--- src/rtl/fetch_unit_pkg.sv ---
// rtl/fetch_unit_pkg.sv - shared widths, fetch state encoding and prefetch queue entry type
package fetch_unit_pkg;

    localparam int PC_W    = 8;
    localparam int INSTR_W = 16;

    typedef enum logic [1:0] {
        ST_RUN    = 2'd0,
        ST_HALTED = 2'd1,
        ST_FAULT  = 2'd2
    } state_e;

    typedef struct packed {
        logic [PC_W-1:0]    pc;
        logic [INSTR_W-1:0] data;
    } entry_t;

endpackage

--- src/rtl/fetch_queue.sv ---
// rtl/fetch_queue.sv - circular prefetch FIFO of fetch entries with flush, push/pop, full/empty and count
module fetch_queue
    import fetch_unit_pkg::*;
#(
    parameter int DEPTH = 2
) (
    input  logic                       clock,
    input  logic                       reset_n,
    input  logic                       flush,
    input  logic                       push,
    input  entry_t                     push_entry,
    input  logic                       pop,
    output entry_t                     head,
    output logic                       full,
    output logic                       empty,
    output logic [$clog2(DEPTH):0]     count
);

    localparam int AW = $clog2(DEPTH);
    localparam int CW = AW + 1;

    entry_t          mem_q [DEPTH];
    entry_t          mem_d [DEPTH];
    logic [AW-1:0]   wr_ptr_q, wr_ptr_d;
    logic [AW-1:0]   rd_ptr_q, rd_ptr_d;
    logic [CW-1:0]   count_q, count_d;
    logic            do_push;
    logic            do_pop;

    assign full  = (count_q == CW'(DEPTH));
    assign empty = (count_q == '0);
    assign count = count_q;
    assign head  = mem_q[rd_ptr_q];

    // A push into a full queue is legal only when the head leaves in the same cycle.
    assign do_pop  = pop && !empty;
    assign do_push = push && (!full || do_pop);

    always_comb begin
        mem_d    = mem_q;
        wr_ptr_d = wr_ptr_q;
        rd_ptr_d = rd_ptr_q;
        count_d  = count_q;
        if (flush) begin
            wr_ptr_d = '0;
            rd_ptr_d = '0;
            count_d  = '0;
        end else begin
            if (do_push) begin
                mem_d[wr_ptr_q] = push_entry;
                wr_ptr_d        = wr_ptr_q + AW'(1);
            end
            if (do_pop) begin
                rd_ptr_d = rd_ptr_q + AW'(1);
            end
            case ({do_push, do_pop})
                2'b10:   count_d = count_q + CW'(1);
                2'b01:   count_d = count_q - CW'(1);
                default: count_d = count_q;
            endcase
        end
    end

    always_ff @(posedge clock or negedge reset_n) begin
        if (!reset_n) begin
            for (int i = 0; i < DEPTH; i++) begin
                mem_q[i] <= '0;
            end
            wr_ptr_q <= '0;
            rd_ptr_q <= '0;
            count_q  <= '0;
        end else begin
            mem_q    <= mem_d;
            wr_ptr_q <= wr_ptr_d;
            rd_ptr_q <= rd_ptr_d;
            count_q  <= count_d;
        end
    end

endmodule

--- src/rtl/fetch_unit.sv ---
// rtl/fetch_unit.sv - program ROM fetch unit with prefetch queue, redirect/flush and halt/resume
// Optional pc wrap trap enabled by defining FETCH_WRAP_TRAP_EN.
module fetch_unit
    import fetch_unit_pkg::*;
#(
    parameter logic [PC_W-1:0] RESET_PC = 8'h00,
    parameter int              DEPTH    = 2
) (
    input  logic               clock,
    input  logic               reset_n,
    output logic [PC_W-1:0]    rom_address,
    input  logic [INSTR_W-1:0] rom_data,
    output logic               instr_valid,
    input  logic               instr_ready,
    output logic [INSTR_W-1:0] instr_data,
    output logic [PC_W-1:0]    instr_pc,
    input  logic               redirect,
    input  logic [PC_W-1:0]    redirect_addr,
    input  logic               halt_req,
    input  logic               resume,
    output logic               halted,
    output logic               fault
);

    state_e                  state_q, state_d;
    logic [PC_W-1:0]         pc_q, pc_d;
    logic                    q_push;
    logic                    q_flush;
    logic                    q_pop;
    logic                    q_full;
    logic                    q_empty;
    logic [$clog2(DEPTH):0]  q_count;
    entry_t                  q_head;
    entry_t                  q_in;

    assign rom_address = pc_q;
    assign q_in        = '{pc: pc_q, data: rom_data};
    assign instr_valid = !q_empty;
    assign q_pop       = instr_valid && instr_ready;
    // Stale storage behind a flushed queue is masked so the outputs idle at zero.
    assign instr_data  = q_empty ? '0 : q_head.data;
    assign instr_pc    = q_empty ? '0 : q_head.pc;
    assign halted      = (state_q == ST_HALTED) && (q_count == '0);

`ifdef FETCH_WRAP_TRAP_EN
    assign fault = (state_q == ST_FAULT);
`else
    assign fault = 1'b0;
`endif

    always_comb begin
        state_d = state_q;
        pc_d    = pc_q;
        q_push  = 1'b0;
        q_flush = 1'b0;
        case (state_q)
            ST_RUN: begin
                if (redirect) begin
                    q_flush = 1'b1;
                    pc_d    = redirect_addr;
                    if (halt_req) begin
                        state_d = ST_HALTED;
                    end
                end else if (halt_req) begin
                    state_d = ST_HALTED;
                end else if (!q_full || q_pop) begin
                    q_push = 1'b1;
`ifdef FETCH_WRAP_TRAP_EN
                    // The last word before the wrap is still delivered; pc stays put.
                    if (pc_q == '1) begin
                        state_d = ST_FAULT;
                    end else begin
                        pc_d = pc_q + PC_W'(1);
                    end
`else
                    pc_d = pc_q + PC_W'(1);
`endif
                end
            end
            ST_HALTED: begin
                if (redirect) begin
                    q_flush = 1'b1;
                    pc_d    = redirect_addr;
                end else if (resume && !halt_req) begin
                    state_d = ST_RUN;
                end
            end
            default: begin
                state_d = state_q;
            end
        endcase
    end

    always_ff @(posedge clock or negedge reset_n) begin
        if (!reset_n) begin
            state_q <= ST_RUN;
            pc_q    <= RESET_PC;
        end else begin
            state_q <= state_d;
            pc_q    <= pc_d;
        end
    end

    fetch_queue #(
        .DEPTH (DEPTH)
    ) u_queue (
        .clock      (clock),
        .reset_n    (reset_n),
        .flush      (q_flush),
        .push       (q_push),
        .push_entry (q_in),
        .pop        (q_pop),
        .head       (q_head),
        .full       (q_full),
        .empty      (q_empty),
        .count      (q_count)
    );

endmodule

--- config.mk ---
export PLATFORM = sky130hd
export DESIGN_NAME = fetch_unit
export DESIGN_NICKNAME = d
export VERILOG_FILES = /design/src/rtl/fetch_unit_pkg.sv /design/src/rtl/fetch_queue.sv /design/src/rtl/fetch_unit.sv
export SDC_FILE = /design/constraint.sdc
export NUM_CORES = 1
export LEC_CHECK = 0
export BUFFER_PORTS_ARGS = -buffer_cell sky130_fd_sc_hd__buf_4
export CAP_MARGIN = 20
export CORE_MARGIN = 2
export CORE_UTILIZATION = 40
export CTS_BUF_LIST = sky130_fd_sc_hd__clkbuf_16
export DETAILED_ROUTE_END_ITERATION = 7
export PLACE_DENSITY = 0.7
export SETUP_SLACK_MARGIN = 0.2
export SYNTH_ARGS = -nofsm -noshare
export SYNTH_HDL_FRONTEND = slang
export SYNTH_SLANG_ARGS = --single-unit
--- constraint.sdc ---
create_clock -name clock -period 2 [get_ports clock]
set_clock_uncertainty 0.05 [all_clocks]
set_input_delay 0.2 -clock clock [delete_from_list [all_inputs] [get_ports clock]]
set_output_delay 0.2 -clock clock [all_outputs]
set_load 0.1 [all_outputs]
After elaboration in Yosys (flattened, before gate mapping) --
Cells that the tools add are included.
Word-level totals: flip-flop bits (word level) 62, bits in latches 0, memory bits (writable) 0, ROM bits 0, input bits 30, output and inout bits 35, logic and storage cells 80, memories 0
Cells by class: add/subtract/negate cells 5, multiply operators 0, div/mod/pow operators 0, order comparisons 3, eq/ne operators 10, shift operators 0, muxes and demuxes 29, bitwise gates (word level) 3, reductions and logical operators 21
Operators with widths (number):
- $mux 24 | 4
- $bwmux 48 | 1
- $mux 8 | 5
- $demux 24 s1 | 1
- $mux 16 | 1
- $pmux 8 s2 | 1
- $mux 1 | 10
- $add 8x1->8 const B | 1
- $mux 2 | 4
- $pmux 2 s2 | 2
- $reduce_and 4->1 | 2
- $logic_and 1x1->1 | 6
- $ne 2x2->1 const B | 3
- $ne 3x3->1 const B | 2
- $reduce_bool 2->1 | 3
- $eq 2x1->1 const B | 2
- $eq 2x2->1 const B | 2
- $ge 2x2->1 const B | 2
- $logic_not 2->1 | 2
- $not 1->2 | 2
- $logic_not 1->1 | 3
- $reduce_bool 3->1 | 1
- $add 1x1->1 const B | 2
- $add 2x1->2 const B | 1
- other kinds (7) | 8

Depth between registers and ports, before layout --
depth in word-level cells 12, gate-level depth with buffers 5, depth with buffers taken out 5

Modules after synthesis --
Synthesis repeated with hierarchy kept, for this count alone.
Second synthesis, totals: cells, all modules 248, area, all modules 3146.8 sq um
By module, submodules not included:
- fetch_queue | instances 1, cells each 153, area an instance 2392.3 sq um, seq. area each 1301.2 sq um
- fetch_unit | instances 1, cells each 95, area an instance 754.5 sq um, seq. area each 225.2 sq um

Least setup slack after synthesis --
OpenSTA, ideal clock, no wires.
path kind flip-flop to output port, from register u_queue.rd_ptr_q, to output port instr_data[10], data arrival time 2.264 ns, required time 1.750 ns, path slack -0.514 ns, stages on the path, launching flop included 5, buffers on the path 2, cell sequence dfrtp_1 clkbuf_1 buf_2 mux2i_1 nor2_1
Between the ends: cells in the longest elaborated chain, start to end 5
Ends and longest elaborated chain:
- start, declared | line fetch_queue.sv:25 | logic [AW-1:0] rd_ptr_q, rd_ptr_d;
- start signal, assigned | line fetch_queue.sv:75 | rd_ptr_q <= rd_ptr_d;
- $not 1->2 (not written as such) | line fetch_queue.sv:33 | assign head = mem_q[rd_ptr_q];
- $mux 24 (not written as such) (3 in series) | line fetch_queue.sv:33
- $mux 16 | line fetch_unit.sv:41 | assign instr_data = q_empty ? '0 : q_head.data;
- end, declared | line fetch_unit.sv:15 | output logic [INSTR_W-1:0] instr_data,
No other way between the ends. The select of a mux whose other input is x is not followed.

Final worst setup path --
from register u_queue.count_q[1], in the netlist u_queue.count[1], to output port instr_data[12]
Between the ends: cells in the longest elaborated chain, start to end 2
Ends and longest elaborated chain:
- start, declared | line fetch_queue.sv:26 | logic [CW-1:0] count_q, count_d;
- start signal, assigned | line fetch_queue.sv:76 | count_q <= count_d;
- $logic_not 2->1 | line fetch_queue.sv:31 | assign empty = (count_q == '0);
- $mux 16 | line fetch_unit.sv:41
No other way between the ends.

==> summary.md <==
| Metric | Value |
|---|---|
| Status | `finished clean` |
| Final Wtd Congestion | `0.827` |
| Max Cap Viol | `0` |
| Sw Pwr | `between 1 and 1.5 mW` |
| Hold crit path type | `in2reg` |
| Flop pwr share | `38.8%` |
| Gr usage total | `18.3%` |
| Biggest cell delay along the critical path | `about 390 ps` |
| Die extent in y | `90.7 um` |
| RSZ-0062 raised after global routing | `true` |
| Clk_lat worst skew | `roughly 320 ps` |
| Top cells by area, synth | `dfrtp_1 51%, mux2_4 10%, mux2i_1 8.0%` |
| FP Rows | `31` |
| CTS Buf Count | `9` |
| R2r worst-path depth | `4` |
| Core ar. | `just over 0.007 mm2` |
| Seq cells post-synth | `61` |
| Clock power frac | `between 30% and 40%` |
| Rel. slew slack | `49.1%` |
| Worst slew pin tran | `about 760 ps` |
| Worst Path Max Fanout | `8` |
| Critical Path RT | `1750 ps` |
| First-pass DRT Iterations | `6` |
| Most common cell after layout, fill and taps aside | `dfrtp_1` |
| Syn_nets | `approximately 270` |
| DP HPWL | `approximately 4.3 mm` |
| Htree depth | `3` |
| Max Slew Vio Count | `0` |
| CTS tree | `built` |
| Minimum clock period | `1790 ps` |
| # DRC | `0` |
| Netlist Area Pre-Place | `around 0.0030 mm2` |
| ANT nets after route | `0` |
| Vias/cell | `5.13` |
| Die width | `a little over 90 um` |
| Top Ports | `65` |
| Gate power share | `between 20% and 30%` |
| Fin nets | `roughly 360` |
| Routed wire per std cell | `between 15 and 20 um` |
| Non-filler cells in the finished layout | `between 400 and 500` |
| Crit. End Element | `primary output` |
| Setup Crit Path Kind | `reg2out` |
| FF-to-FF Start | `u_queue.count[1]` |
| Int Pwr | `roughly 3.0 mW` |
| Synth warn | `0` |
| Peak supply drop | `499 uV` |
| Cell Chain, Critical Path | `buf_6 > nor2_4 > buf_6 > buf_16 > nor2_4 > buf_6` |
| Placed cells | `399` |
| Bufs and invs on worst path | `4` |
| Min-Delay Endpoint | `u_queue.count[0]` |
| Layout Area Growth over Synthesis | `54.5%` |
| Clock transition at path regs | `roughly 50 ps` |
| Global-route wire length before repair | `roughly 12 mm` |
| CP Launch Type | `register` |
| Max Root-Sink Buffers | `2` |
| RR Endpoint | `u_queue.mem_q[15]` |
| IO buf count | `63` |
| Final wirelength | `7.22 mm` |
| Detailed-route via count | `2202` |
| Share of cells above drive strength 1 | `60.9%` |
| Synth Area per Inst | `about 12 um2` |
| Initial Utilization | `41.5%` |
| Hold Startpoint | `redirect` |
| Clock Sinks | `between 60 and 70` |
| Synth top area share | `50.7%` |
| Worst path slowest cell | `dfrtp_1` |
| Largest net degree at the start of global routing | `just over 60` |
| Final setup fails | `0` |
| Final hold violations | `0` |
| Crit path DAT | `between 1500 and 2000 ps` |
| Remaining Overflow, GRT | `0` |
| Distinct cells, synth | `a little over 40` |
| Final cycle utilization of the critical path | `about nine tenths` |
| Clock root cell | `clkbuf_16` |
| Cells after synthesis | `241` |
| Static Leak | `roughly 2 nW` |
| Register-to-register setup slack | `240 ps` |
| Final core utilization | `between 60 and 70%` |
| Number of global-route vias before repair | `about 2300` |
| Fmax | `560 MHz` |
| Cell accounting for the most synthesized area | `dfrtp_1` |
| Die area | `roughly 0.008 mm2` |
| Ant. Diodes | `0` |
| Register area share after synthesis | `50.7%` |
| Switching Share | `31.9%` |
| Initial antenna violation count | `0` |
| PwrDens | `933 mW/mm2` |
| Most frequent cells in the layout | `54 x dfrtp_1, 47 x buf_4, 24 x nor2_4` |
| Cell mode on critical path | `buf_6` |
| Detailed Route Iter0 Violations | `152` |
| Hold path depth | `2` |
| Critical path's top delay family | `buffers and inverters` |
==> cell families (layout without fill, tap and decap cells) <==
kind of cell | count (synthesis) | count (layout) | share of synthesized area, %
muxes | 72 | 72 | 28.5
buffers and inverters | 17 | 106 | 3.66
DFF | 61 | 61 | 50.7
other | 1 | 1 | 0.125
and+or+nand+nor | 56 | 56 | 9.48
xor gates and xnor gates | 1 | 1 | 0.291
adders and majority gates | 1 | 1 | 0.416
AOI/OAI and AO/OA | 32 | 32 | 6.82
==> worst reg2reg max path, delay by kind of cell, from the launching register on <==
family | cells | cell delay, ps
flip-flops | 1 | 390
multiplexers | 1 | 370
AND/OR/NAND/NOR | 2 | 570
buffers and inverters | 1 | 260
==> timing repair <==
| action | CTS | global route |
|---|---|---|
| endpoints found under the hold margin | 61 | 0 |
| buffers inserted | 7 | 3 |
| hold buffers | 1 | 0 |
| cloned | 2 | 1 |
| resized for setup | 52 | 48 |
| endpoints found under the setup margin | 24 | 52 |
| pin swaps | 2 | 1 |
==> stage by stage <==
stage          setup WS [ps]  hold WS [ps]  total power, mW  area [um2]  setup TNS [ps]
2_1_floorplan          -63.2          -146             2.44        3180            -116
3_3_place_gp             251           281             2.67        3800               0
3_5_place_dp             212           279             2.70        3800               0
4_1_cts                  161          39.3             4.28        4400               0
5_1_grt                  164          51.2             4.54        4650               0
6_report                 214          50.8             4.34        4650               0
==> worst max-delay path by stage <==
stage	endpoint	slack [ps]	startpoint	depth (start not counted)
4_1_cts	instr_data[12]	160	u_queue.count[1]	5
5_1_grt	instr_data[12]	160	u_queue.count[1]	6
3_5_place_dp	u_queue.mem_q[15]	210	u_queue.count[0]	4
6_report	instr_data[12]	210	u_queue.count[1]	6
3_3_place_gp	u_queue.mem_q[26]	250	redirect	6
2_1_floorplan	instr_data[10]	-60	u_queue.rd_ptr_q	4
==> sequential cells by signal, summed over array words and instances (netlist names) <==
| register | cells |
|---|---|
| u_queue.wr_ptr_q | 1 |
| state_q | 1 |
| u_queue.count | 2 |
| u_queue.rd_ptr_q | 1 |
| rom_address | 8 |
| u_queue.mem_q | 48 |
==> per-layer routing <==
layer | vias to the layer above | global-route usage (%) | wire length [um] | part of all wire (%)
li1 | 1032 | - | - | -
met1 | 1088 | 25.1 | 3170 | 44
met2 | 68 | 28.7 | 3580 | 50
met3 | 14 | 3.26 | 299 | 4.1
met4 | 0 | 7.95 | 161 | 2.2
met5 | - | 0 | 0 | 0
==> cell usage after synthesis, drive strengths merged <==
cell type  number
dfrtp          61
mux2           48
nor2           30
mux2i          24
a21oi          11
buf            10
nand2          10
o21ai           6
clkbuf          5
nand3           4
o22ai           3
a21o            2
and3            2
inv             2
a221o           1
a221oi          1
a22o            1
a2bb2oi         1
a311oi          1
a31o            1
a31oi           1
and2            1
conb            1
ha              1
nand2b          1
nand3b          1
nor2b           1
nor3            1
nor3b           1
nor4            1
nor4b           1
o31a            1
o31ai           1
o32ai           1
or2             1
or3             1
xor2            1
==> power groups by stage <==
| stage | logic, mW | registers, mW | clock network, mW |
|---|---|---|---|
| 2_1_floorplan | 0.683 | 1.76 | 0 |
| 3_3_place_gp | 1.03 | 1.65 | 0 |
| 3_5_place_dp | 1.04 | 1.66 | 0 |
| 4_1_cts | 1.13 | 1.66 | 1.48 |
| 5_1_grt | 1.27 | 1.72 | 1.55 |
| 6_report | 1.20 | 1.68 | 1.45 |
==> area by class of cell <==
cell class | instances | area, um2
sequential | 61 | 1540
clock inverter | 7 | 58.8
clock buffer | 9 | 225
multi-input combinational | 163 | 1650
timing repair buffer | 88 | 1040
tap | 99 | 124
fill | 533 | 2610
inverter | 2 | 7.51
Note: power is estimated with default switching activity, not from simulation.
